`src/rtl/alu_pkg.sv`:
```
// Shared ALU / arbiter definitions: opcode encoding, arbiter FSM states,
// and the opcode-legality helper used when forcing results.
`timescale 1ns/1ps
package alu_pkg;

    localparam int ALU_OPCODE_WIDTH = 3;

    typedef enum logic [ALU_OPCODE_WIDTH-1:0] {
        OP_ADD = 3'b000,
        OP_SUB = 3'b001,
        OP_AND = 3'b010,
        OP_OR  = 3'b011
    } alu_op_t;

    typedef enum logic [1:0] {
        IDLE = 2'd0,
        EXEC = 2'd1,
        RESP = 2'd2
    } arb_state_t;

    // Codes 3'b100..3'b111 are undefined; the MSB alone identifies them.
    function automatic logic op_is_legal(input logic [ALU_OPCODE_WIDTH-1:0] opc);
        return (opc[ALU_OPCODE_WIDTH-1] == 1'b0);
    endfunction

endpackage

```
`src/rtl/alu.sv`:
```
// Combinational ALU: add, subtract, and, or on DATA_WIDTH operands.
// Undefined opcodes produce zero; the caller decides how to flag them.
`timescale 1ns/1ps
module alu
    import alu_pkg::*;
#(
    parameter int DATA_WIDTH = 64
) (
    input  logic [DATA_WIDTH-1:0]       a_i,
    input  logic [DATA_WIDTH-1:0]       b_i,
    input  logic [ALU_OPCODE_WIDTH-1:0] op_i,
    output logic [DATA_WIDTH-1:0]       result_o,
    output logic                        zero_o
);

    // Opcode decode; arithmetic wraps modulo 2^DATA_WIDTH
    always_comb begin
        result_o = '0;
        case (op_i)
            OP_ADD:  result_o = a_i + b_i;
            OP_SUB:  result_o = a_i - b_i;
            OP_AND:  result_o = a_i & b_i;
            OP_OR:   result_o = a_i | b_i;
            default: result_o = '0;
        endcase
    end

    assign zero_o = (result_o == '0);

endmodule

```
`src/rtl/rr_arbiter.sv`:
```
// Round-robin picker: scans the request vector upward from ptr_i, wrapping,
// and returns the first set bit as a one-hot grant plus its index.
`timescale 1ns/1ps
module rr_arbiter #(
    parameter int NUM_REQ = 2
) (
    input  logic [NUM_REQ-1:0]         req_i,
    input  logic [$clog2(NUM_REQ)-1:0] ptr_i,
    output logic [NUM_REQ-1:0]         grant_o,
    output logic [$clog2(NUM_REQ)-1:0] idx_o,
    output logic                       valid_o
);

    localparam int IDX_W = $clog2(NUM_REQ);

    int               pos;
    logic [IDX_W-1:0] sel;

    // Priority scan starting at the pointer; first hit wins
    always_comb begin
        grant_o = '0;
        idx_o   = '0;
        valid_o = 1'b0;
        pos     = 0;
        sel     = '0;
        for (int k = 0; k < NUM_REQ; k++) begin
            pos = int'(ptr_i) + k;
            if (pos >= NUM_REQ) begin
                pos = pos - NUM_REQ;
            end
            sel = IDX_W'(pos);
            if (!valid_o && req_i[sel]) begin
                valid_o      = 1'b1;
                grant_o[sel] = 1'b1;
                idx_o        = sel;
            end
        end
    end

endmodule

```
`src/rtl/alu_arbiter.sv`:
```
// Shares one ALU between NUM_REQ requesters. Requests are granted round-robin
// in IDLE, operands are latched, the ALU runs from registers in EXEC, and the
// registered response is held in RESP until the granted requester takes it.
// Optional grant counters are built when ALU_ARB_PERF_EN is defined.
`timescale 1ns/1ps
module alu_arbiter
    import alu_pkg::*;
#(
    parameter int DATA_WIDTH = 64,
    parameter int NUM_REQ    = 2
) (
    input  logic                                         clk_in,
    input  logic                                         rstN_in,
    input  logic [NUM_REQ-1:0]                           reqValid_in,
    output logic [NUM_REQ-1:0]                           reqReady_out,
    input  logic [NUM_REQ-1:0][DATA_WIDTH-1:0]           reqOperand1_in,
    input  logic [NUM_REQ-1:0][DATA_WIDTH-1:0]           reqOperand2_in,
    input  logic [NUM_REQ-1:0][ALU_OPCODE_WIDTH-1:0]     reqOpcode_in,
    output logic [NUM_REQ-1:0]                           rspValid_out,
    input  logic [NUM_REQ-1:0]                           rspReady_in,
    output logic [DATA_WIDTH-1:0]                        rspResult_out,
    output logic                                         rspZeroFlag_out,
    output logic                                         rspIllegal_out,
    output logic [NUM_REQ-1:0][31:0]                     grantCount_out
);

    localparam int IDX_W = $clog2(NUM_REQ);

    arb_state_t                  state_q, state_d;
    logic [IDX_W-1:0]            rrPtr_q, rrPtr_d;
    logic [IDX_W-1:0]            grantIdx_q, grantIdx_d;
    logic [DATA_WIDTH-1:0]       op1_q, op1_d;
    logic [DATA_WIDTH-1:0]       op2_q, op2_d;
    logic [ALU_OPCODE_WIDTH-1:0] opc_q, opc_d;
    logic [DATA_WIDTH-1:0]       result_q, result_d;
    logic                        zero_q, zero_d;
    logic                        illegal_q, illegal_d;

    logic [NUM_REQ-1:0]          winGrant;
    logic [IDX_W-1:0]            winIdx;
    logic                        winValid;
    logic                        reqHs;
    logic [DATA_WIDTH-1:0]       aluResult;
    logic                        aluZero;

    rr_arbiter #(
        .NUM_REQ (NUM_REQ)
    ) u_rr (
        .req_i   (reqValid_in),
        .ptr_i   (rrPtr_q),
        .grant_o (winGrant),
        .idx_o   (winIdx),
        .valid_o (winValid)
    );

    alu #(
        .DATA_WIDTH (DATA_WIDTH)
    ) u_alu (
        .a_i      (op1_q),
        .b_i      (op2_q),
        .op_i     (opc_q),
        .result_o (aluResult),
        .zero_o   (aluZero)
    );

    // A grant is only offered in IDLE, so winValid there is the handshake
    assign reqHs        = (state_q == IDLE) && winValid;
    assign reqReady_out = (state_q == IDLE) ? winGrant : '0;

    // Response valid is steered one-hot to the requester that owns the result
    always_comb begin
        rspValid_out = '0;
        if (state_q == RESP) begin
            rspValid_out[grantIdx_q] = 1'b1;
        end
    end

    assign rspResult_out   = result_q;
    assign rspZeroFlag_out = zero_q;
    assign rspIllegal_out  = illegal_q;

    // FSM next state: IDLE -> EXEC on handshake, EXEC -> RESP, RESP -> IDLE on accept
    always_comb begin
        state_d = state_q;
        case (state_q)
            IDLE:    if (reqHs) state_d = EXEC;
            EXEC:    state_d = RESP;
            RESP:    if (rspReady_in[grantIdx_q]) state_d = IDLE;
            default: state_d = IDLE;
        endcase
    end

    // FSM state register
    always_ff @(posedge clk_in or negedge rstN_in) begin
        if (!rstN_in) begin
            state_q <= IDLE;
        end else begin
            state_q <= state_d;
        end
    end

    // Datapath next state: latch request on handshake, capture ALU output in EXEC
    always_comb begin
        rrPtr_d    = rrPtr_q;
        grantIdx_d = grantIdx_q;
        op1_d      = op1_q;
        op2_d      = op2_q;
        opc_d      = opc_q;
        result_d   = result_q;
        zero_d     = zero_q;
        illegal_d  = illegal_q;
        if (reqHs) begin
            op1_d      = reqOperand1_in[winIdx];
            op2_d      = reqOperand2_in[winIdx];
            opc_d      = reqOpcode_in[winIdx];
            grantIdx_d = winIdx;
            rrPtr_d    = (winIdx == IDX_W'(NUM_REQ - 1)) ? '0 : winIdx + 1'b1;
        end
        if (state_q == EXEC) begin
            if (op_is_legal(opc_q)) begin
                result_d  = aluResult;
                zero_d    = aluZero;
                illegal_d = 1'b0;
            end else begin
                result_d  = '0;
                zero_d    = 1'b1;
                illegal_d = 1'b1;
            end
        end
    end

    // Datapath registers; everything clears so an in-flight op is dropped on reset
    always_ff @(posedge clk_in or negedge rstN_in) begin
        if (!rstN_in) begin
            rrPtr_q    <= '0;
            grantIdx_q <= '0;
            op1_q      <= '0;
            op2_q      <= '0;
            opc_q      <= '0;
            result_q   <= '0;
            zero_q     <= 1'b0;
            illegal_q  <= 1'b0;
        end else begin
            rrPtr_q    <= rrPtr_d;
            grantIdx_q <= grantIdx_d;
            op1_q      <= op1_d;
            op2_q      <= op2_d;
            opc_q      <= opc_d;
            result_q   <= result_d;
            zero_q     <= zero_d;
            illegal_q  <= illegal_d;
        end
    end

`ifdef ALU_ARB_PERF_EN
    logic [NUM_REQ-1:0][31:0] cnt_q, cnt_d;

    // Saturating per-requester grant counters
    always_comb begin
        cnt_d = cnt_q;
        if (reqHs && (cnt_q[winIdx] != 32'hFFFF_FFFF)) begin
            cnt_d[winIdx] = cnt_q[winIdx] + 32'd1;
        end
    end

    // Grant counter registers
    always_ff @(posedge clk_in or negedge rstN_in) begin
        if (!rstN_in) begin
            cnt_q <= '0;
        end else begin
            cnt_q <= cnt_d;
        end
    end

    assign grantCount_out = cnt_q;
`else
    assign grantCount_out = '0;
`endif

endmodule
```
`config.mk`:
```
export PLATFORM = sky130hd
export DESIGN_NAME = alu_arbiter
export DESIGN_NICKNAME = d
export VERILOG_FILES = /design/src/rtl/alu_pkg.sv /design/src/rtl/alu.sv /design/src/rtl/rr_arbiter.sv /design/src/rtl/alu_arbiter.sv
export SDC_FILE = /design/constraint.sdc
export NUM_CORES = 1
export LEC_CHECK = 0
export CAP_MARGIN = 5
export CORE_MARGIN = 1
export CORE_UTILIZATION = 30
export DETAILED_ROUTE_END_ITERATION = 6
export GPL_TIMING_DRIVEN = 1
export PLACE_DENSITY = 0.54
export SYNTH_ARGS = -nofsm -noshare
export SYNTH_HDL_FRONTEND = slang
export SYNTH_HIERARCHICAL = 1
export SYNTH_SLANG_ARGS = --single-unit
```
`constraint.sdc`:
```
create_clock -name clk_in -period 6.4 [get_ports clk_in]
set_input_delay 0.96 -clock clk_in [delete_from_list [all_inputs] [get_ports clk_in]]
set_output_delay 0.96 -clock clk_in [all_outputs]
set_load 0.01 [all_outputs]
```
# Word-level counts from Yosys, hierarchy flattened
# Index checks and enable logic that the tools add are counted.
dict set report word_totals {
  elab_cells 80
  ff_bits 201
  ramBits 0
  romBits 0
  in_bits 268
  memories 0
  output_inout_bits 134
  latch_bits 0
}
dict set report op_classes {
  div_mod_pow 0
  add_sub_neg 6
  eq_ne 7
  n_shift 0
  bitwise_logic 3
  mul 0
  n_mux 36
  order_cmp 9
  n_reduce_logical 10
}
# cell n
set ops {}
lappend ops {{64-bit two-way mux} 5}
lappend ops {{64-bit case mux with 4 select lines} 1}
lappend ops {{64-bit adder} 1}
lappend ops {{64-bit bitwise AND} 1}
lappend ops {{64-bit zero test} 1}
lappend ops {{64-bit bitwise OR} 1}
lappend ops {{64-bit subtractor} 1}
lappend ops {{1-bit two-way mux} 18}
lappend ops {{2-bit two-way mux} 6}
lappend ops {{1-bit by 2-bit less-than comparator with 1-bit output (second input constant)} 4}
lappend ops {{3-bit by 2-bit == test with 1-bit output (second input constant)} 2}
lappend ops {{3-bit two-way mux} 2}
lappend ops {{2-bit case mux with 3 select lines} 1}
lappend ops {{1-bit logical AND} 5}
lappend ops {{1-bit demux with 1-bit select} 3}
lappend ops {{3-bit by 1-bit == test with 1-bit output (second input constant)} 1}
lappend ops {{1-bit >= comparator (second input constant)} 3}
lappend ops {{3-bit zero test} 1}
lappend ops {{1-bit by 1-bit adder with 2-bit output (second input constant)} 1}
lappend ops {{2-bit by 1-bit == test with 1-bit output (second input constant)} 1}
lappend ops {{2-bit == test (second input constant)} 1}
lappend ops {{1-bit by 2-bit >= comparator with 1-bit output (second input constant)} 1}
lappend ops {{2-bit >= comparator (second input constant)} 1}
lappend ops {{2-bit zero test} 1}
lappend ops {{other kinds (7)} 8}

# Longest topological paths before layout
dict set report depth {
  depth_word 11
  depth_mapped 31
  ltp_nobuf 29
}

# By module
# Netlist, hierarchy kept.
# mod area_per_inst_um2 cells_each seq_area_each_um2 instances
set modules_own_cells {}
lappend modules_own_cells {alu_arbiter 10508.8 717 5029.8 1}
lappend modules_own_cells {alu 7405.9 1183 0.0 1}
lappend modules_own_cells {rr_arbiter 32.5 5 0.0 1}

# Worst setup path after synthesis
# Ideal clock, no wire load.
dict set report synth_path {
  path_kind {register to register}
  startpoint {register opc_q[0]}
  endpoint {register zero_q, in the netlist rspZeroFlag_out}
  period_less_slack_ns 6.947
  path_slack_ns -0.547
  setup_ns 0.079
  path_stages_with_launch 26
  path_buffers 8
  t_arrival_ns 6.868
  required_ns 6.321
  cell_sequence {dfrtp_1 buf_6 clkbuf_1 clkbuf_1 clkbuf_1 clkbuf_1 clkbuf_1 clkbuf_1 nand2_1 clkbuf_1 a21o_1 fa_1 nand2b_1 a21oi_4 o211ai_2 or4_1 or4_1 or4_1 or4_1 or4b_1 nor4_1 nand3_1 or4_1 nor2_1 nor2_1 mux2i_1}
}
dict set report synth_via {
  elab_chain_len 4
  word_cells_on_any_way 7
  cone_classes {3 x eq/ne; 2 x mux; 2 x reduce/logical}
}
# item line
set synth_rtl {}
lappend synth_rtl {{from (decl)} alu_arbiter.sv:34} ;# logic [ALU_OPCODE_WIDTH-1:0] opc_q, opc_d;
lappend synth_rtl {{from (signal assigned)} alu_arbiter.sv:148} ;# opc_q <= opc_d;
lappend synth_rtl {{3-bit by 2-bit == test with 1-bit output, or another cell as far along} alu.sv:19} ;# case (op_i)
lappend synth_rtl {{64-bit case mux with 4 select lines *} alu.sv:19}
lappend synth_rtl {{net aluResult[4]} alu_arbiter.sv:43} ;# logic [DATA_WIDTH-1:0] aluResult;
lappend synth_rtl {{64-bit zero test *} alu.sv:28} ;# assign zero_o = (result_o == '0);
lappend synth_rtl {{net aluZero} alu_arbiter.sv:44} ;# logic aluZero;
lappend synth_rtl {{1-bit two-way mux *} alu_arbiter.sv:120} ;# if (op_is_legal(opc_q)) begin
lappend synth_rtl {{to (signal assigned)} alu_arbiter.sv:150} ;# zero_q <= zero_d;
lappend synth_rtl {{to (decl)} alu_arbiter.sv:36} ;# logic zero_q, zero_d;
# The timed path passes the listed nets; every way through them passes the cells marked *.
# A chain may end at the register's enable or synchronous reset.

# Final worst setup path
dict set report layout_path {
  startpoint {register op2_q[9]}
  endpoint {register zero_q, in the netlist rspZeroFlag_out}
}
dict set report layout_via {
  elab_chain_len 4
  word_cells_on_any_way 7
  cone_classes {2 x add/sub; 2 x mux; 2 x bitwise; 1 x reduce/logical}
}
# item line
set layout_rtl {}
lappend layout_rtl {{from (decl)} alu_arbiter.sv:33} ;# logic [DATA_WIDTH-1:0] op2_q, op2_d;
lappend layout_rtl {{from (signal assigned)} alu_arbiter.sv:147} ;# op2_q <= op2_d;
lappend layout_rtl {{64-bit subtractor or 64-bit adder (tied branches)} {alu.sv:21, alu.sv:20}}
lappend layout_rtl {{64-bit case mux with 4 select lines *} alu.sv:19}
lappend layout_rtl {{net aluResult[52]} alu_arbiter.sv:43}
lappend layout_rtl {{64-bit zero test *} alu.sv:28}
lappend layout_rtl {{net aluZero} alu_arbiter.sv:44}
lappend layout_rtl {{1-bit two-way mux *} alu_arbiter.sv:120}
# Marked as above.

==> results <==
- The area of the die is 0.0608 mm^2.
- The slew at the pin closest to its max-slew limit is about 1.1 ns.
- The number of antenna diodes in the final layout is 0.
- The clock reaches the later pin of the worst-skew pair after 0.55 ns.
- The pre-antenna-repair detailed-routing pass consisted of 5 iterations.
- By instance count, the cell type seen most on the critical path is sky130_fd_sc_hd__nor2_1.
- The share of synthesized cell area in full adder, half adder and majority cells is 0.0640.
- The basic-gate share of the synthesized area counting and, or, nand and nor cells is 0.145.
- On the final layout, the worst clock skew is 0.00950 ns.
- CTS built an H-tree with a depth of 1.
- Entering global routing, the biggest net connects ~140 pins.
- For this design, the slowest cell found on the critical path is sky130_fd_sc_hd__or4_4.
- The post-place instance area is about 0.023 mm^2.
- In the layout the commonest cells are sky130_fd_sc_hd__clkdlybuf4s50_1 (336), sky130_fd_sc_hd__buf_4 (233), sky130_fd_sc_hd__mux2_2 (205).
- The tree built by TritonCTS fans out to 201 sinks.
- The number of top-level pins is 402.
- For this design, the CTS-stage hold fixing added 0 buffers.
- The run finished with clean final reports.
- The share of cell area taken by muxes after synthesis is 0.240.
- The final-report setup violation count is 0.
- The critical path in this run is classified as reg2reg.
- The hold violation count in the final report is 0.
- The required time at the worst-slack endpoint is 6.87 ns.
- The combinational family with the most area after synthesis is multiplexers.
- The post-route antenna net violation count is 0.
- Dividing the detail-routed wire length by the instance count gives approximately 21 um.
- The min-delay analysis places its worst path in the category in2async.
- The number of buffers added on ports is between 300 and 400.
- The max-slew headroom at the worst pin is 0.294.
- In the final layout, the share of cells above drive strength 1 is 0.288.
- The async set-reset flop share out of synthesis is 1.00.
- The number of flip-flops and latches in the synthesized netlist is 201.
- The clock edge transition at the registers on the reported setup and hold paths is around 0.060 ns.
- The synthesized design contains 0 enable-type register cells.
- The summed area of non-filler cells in the final layout is 0.0245 mm^2.
- The synthesized netlist occupies a cell area of 0.0179 mm^2.
- The final wirelength is around 70 mm.
- STA classifies the critical path startpoint as a flip-flop.
- The core area is around 0.06 mm^2.
- The die is 247 um wide.
- For this run, the slowest stage of the critical path takes around 0.56 ns.
- The share of synthesized area occupied by flip-flops and latches is 0.280.
- Compared with the post-synthesis result, the final layout area differs by 36.6%.
- The most frequently used flop master after synthesis is sky130_fd_sc_hd__dfrtp_1.
- Across every metal layer, demand over resource in global routing totals 0.219.
- The clock tree root driver cell is sky130_fd_sc_hd__clkbuf_16.
- The die is 247 um tall.
- Once detailed placement completed, the half-perimeter wirelength came to 54.5 mm.
- The compound-gate portion of the synthesized area is 0.154.
- TritonCTS created 24 clock buffers.
- The floorplan row count is 89.
- The initial antenna violation count was 2.
- Measured on the finished design, the core utilization comes to 0.415.
- At the end of routability-driven placement, the weighted congestion stood at ~0.95.
- The wire length of the first global-routing pass is roughly 100 mm.
- The final max-slew violation count came to 0.
- The biggest area contributor in the post-synthesis netlist is sky130_fd_sc_hd__dfrtp_1.
- By area the synthesized netlist is led by sky130_fd_sc_hd__dfrtp_1 (28%), sky130_fd_sc_hd__mux2_2 (13%), sky130_fd_sc_hd__mux2_4 (11%), sky130_fd_sc_hd__ha_1 (4.6%), sky130_fd_sc_hd__a21oi_1 (3.9%).
- In this run, the number of DRC markers left after iteration 0 of detailed routing was 961.
- For this run, the top clock speed supported by timing is 161 MHz.
- The layout has about 6000 filler cells.
- After detailed routing, the number of remaining DRC violations is 0.
- The fraction of the cycle the final worst path needs is 0.970.
- The vias after detailed routing is between 15000 and 20000.
- The total number of nets in the final design is 2719.
- Across the run, the number of max-cap violations was 0.
- TritonCTS built the clock tree.
- For this run, the number of Yosys warnings is 6.
- Of the total synthesized cell area, the portion taken by XOR and XNOR cells is 0.0483.
- In this run the register-to-register setup slack is 0.19 ns.
- The mean instance size in the synthesized netlist is 9.42 um^2.
- The share of synthesized area in the top cell type comes to 0.280.
- The longest clock path from root to sink contains 3 buffers.
- The initial cell density of the core is 0.304.
- STA puts the critical path data arrival time at 6.68 ns.
- Counting I/O delays and the setup requirement, the final critical path takes 6.21 ns.
- The count of cell types in the netlist is 77.
- The number of global-route vias before repair was 16200.
- The maximum fanout along the worst path is 6.
- After technology mapping, the gate count stands at approximately 1900.
- Summed over all layers, the global routing overflow is 0.
- The library cell used most frequently in the layout, excluding fill and tap cells, is sky130_fd_sc_hd__clkdlybuf4s50_1.
- The detailed-route vias per instance is 5.23.
- The critical path capture point type is a flip-flop.
-- state kept, by name (all words and copies together) (netlist names) --
register and count:
rspZeroFlag_out 1, op1_q 64, grantIdx_q 1, opc_q 3, rspIllegal_out 1, op2_q 64, rrPtr_q 1, rspResult_out 64
state_q 2
-- critical path: cells and delay by family, from the launching register on --
family,cells,cell delay (ns)
AND/OR/NAND/NOR,12,3.11
multiplexers,1,0.15
XOR/XNOR,2,0.37
AO/OA/AOI/OAI,7,1.45
buffers and inverters,2,0.34
adder cells (fa/ha/maj),1,0.32
flip-flops,1,0.37
-- worst paths after layout --
path	end	start	cells after the start
max in group asynchronous	rspResult_out[59]$_DFFE_PN0N_	rstN_in	2
worst min register to register	rspResult_out[58]$_DFFE_PN0N_	rspResult_out[58]$_DFFE_PN0N_	1
worst max-delay path	rspZeroFlag_out$_DFFE_PN0N_	op2_q[9]$_DFFE_PN0P_	25
worst min-delay path	op1_q[3]$_DFFE_PN0P_	rstN_in	1
min in group clk_in	rspResult_out[58]$_DFFE_PN0N_	rspResult_out[58]$_DFFE_PN0N_	1
worst max register to register	rspZeroFlag_out$_DFFE_PN0N_	op2_q[9]$_DFFE_PN0P_	25
-- area by class of cell --
class | count | area (um^2) | area share
multi-input combinational | 1548 | 12300 | 0.501
clock inverter | 7 | 139 | 0.00566
sequential | 201 | 5030 | 0.205
tap | 773 | 967 | 0.0394
clock buffer | 37 | 771 | 0.0314
timing repair buffer | 574 | 5200 | 0.212
inverter | 35 | 131 | 0.00536
-- cells by family (layout without fill, tap and decap cells) --
group	Yosys count	in the layout
AND/OR/NAND/NOR	508	508
XOR/XNOR	99	99
adder cells (fa/ha/maj)	97	97
flip-flops	201	201
multiplexers	341	341
other	1	64
AO/OA/AOI/OAI	439	439
buffers and inverters	219	653
-- repair_timing --
| action | in CTS | in global routing |
|---|---|---|
| pin swaps | 1 | 31 |
| buffers inserted | 1 | 4 |
| endpoints found under the setup margin | 1 | 2 |
| resized for setup | 15 | 67 |
-- synthesized netlist by cell type, types with 9 or more instances --
library cell,count
sky130_fd_sc_hd__buf_4,69
sky130_fd_sc_hd__xnor2_1,51
sky130_fd_sc_hd__a22oi_1,9
sky130_fd_sc_hd__o22ai_1,14
sky130_fd_sc_hd__a221oi_1,12
sky130_fd_sc_hd__nand2b_1,14
sky130_fd_sc_hd__o21bai_1,13
sky130_fd_sc_hd__nor2b_1,68
sky130_fd_sc_hd__dfrtp_1,201
sky130_fd_sc_hd__nor2_1,105
sky130_fd_sc_hd__buf_2,20
sky130_fd_sc_hd__nand2_1,127
sky130_fd_sc_hd__inv_1,35
sky130_fd_sc_hd__o31ai_1,21
sky130_fd_sc_hd__nand4_1,37
sky130_fd_sc_hd__mux2i_1,10
sky130_fd_sc_hd__a31oi_1,18
sky130_fd_sc_hd__mux2_2,205
sky130_fd_sc_hd__o21ai_0,104
sky130_fd_sc_hd__nor4_1,14
sky130_fd_sc_hd__buf_6,18
sky130_fd_sc_hd__o21a_1,12
sky130_fd_sc_hd__maj3_1,28
sky130_fd_sc_hd__xor2_1,48
sky130_fd_sc_hd__nand3_1,27
sky130_fd_sc_hd__mux2_4,126
sky130_fd_sc_hd__ha_1,66
sky130_fd_sc_hd__or4_1,14
sky130_fd_sc_hd__o211ai_1,12
sky130_fd_sc_hd__a21oi_1,140
sky130_fd_sc_hd__or3_1,16
sky130_fd_sc_hd__a211oi_1,9
sky130_fd_sc_hd__clkbuf_1,73
sky130_fd_sc_hd__nor3_1,34
sky130_fd_sc_hd__a21o_1,16
-- layer usage --
| layer | vias to the layer above | GRT usage | wire length, um |
|---|---|---|---|
| li1 | 7816 | - | - |
| met1 | 8161 | 0.331 | 33700 |
| met2 | 568 | 0.332 | 29400 |
| met3 | 53 | 0.0280 | 4150 |
| met4 | 0 | 0.0367 | 1010 |
| met5 | - | 0 | 0 |
-- per-stage QoR --
stage / hold slack [ns] / setup TNS [ns] / setup slack (ns) / std cells
2_1_floorplan: 0.480 / 0 / 0.0169 / 1968
3_3_place_gp: 0.492 / -0.258 / -0.258 / 3126
3_5_place_dp: 0.494 / -0.414 / -0.414 / 3126
4_1_cts: 0.475 / 0 / 0.0176 / 3171
5_1_grt: 0.510 / -0.00413 / -0.00413 / 3175
6_report: 0.434 / 0 / 0.190 / 3175
Power is not shown: default switching activity piles up to over one toggle a cycle in this logic, so the estimate is an artifact.
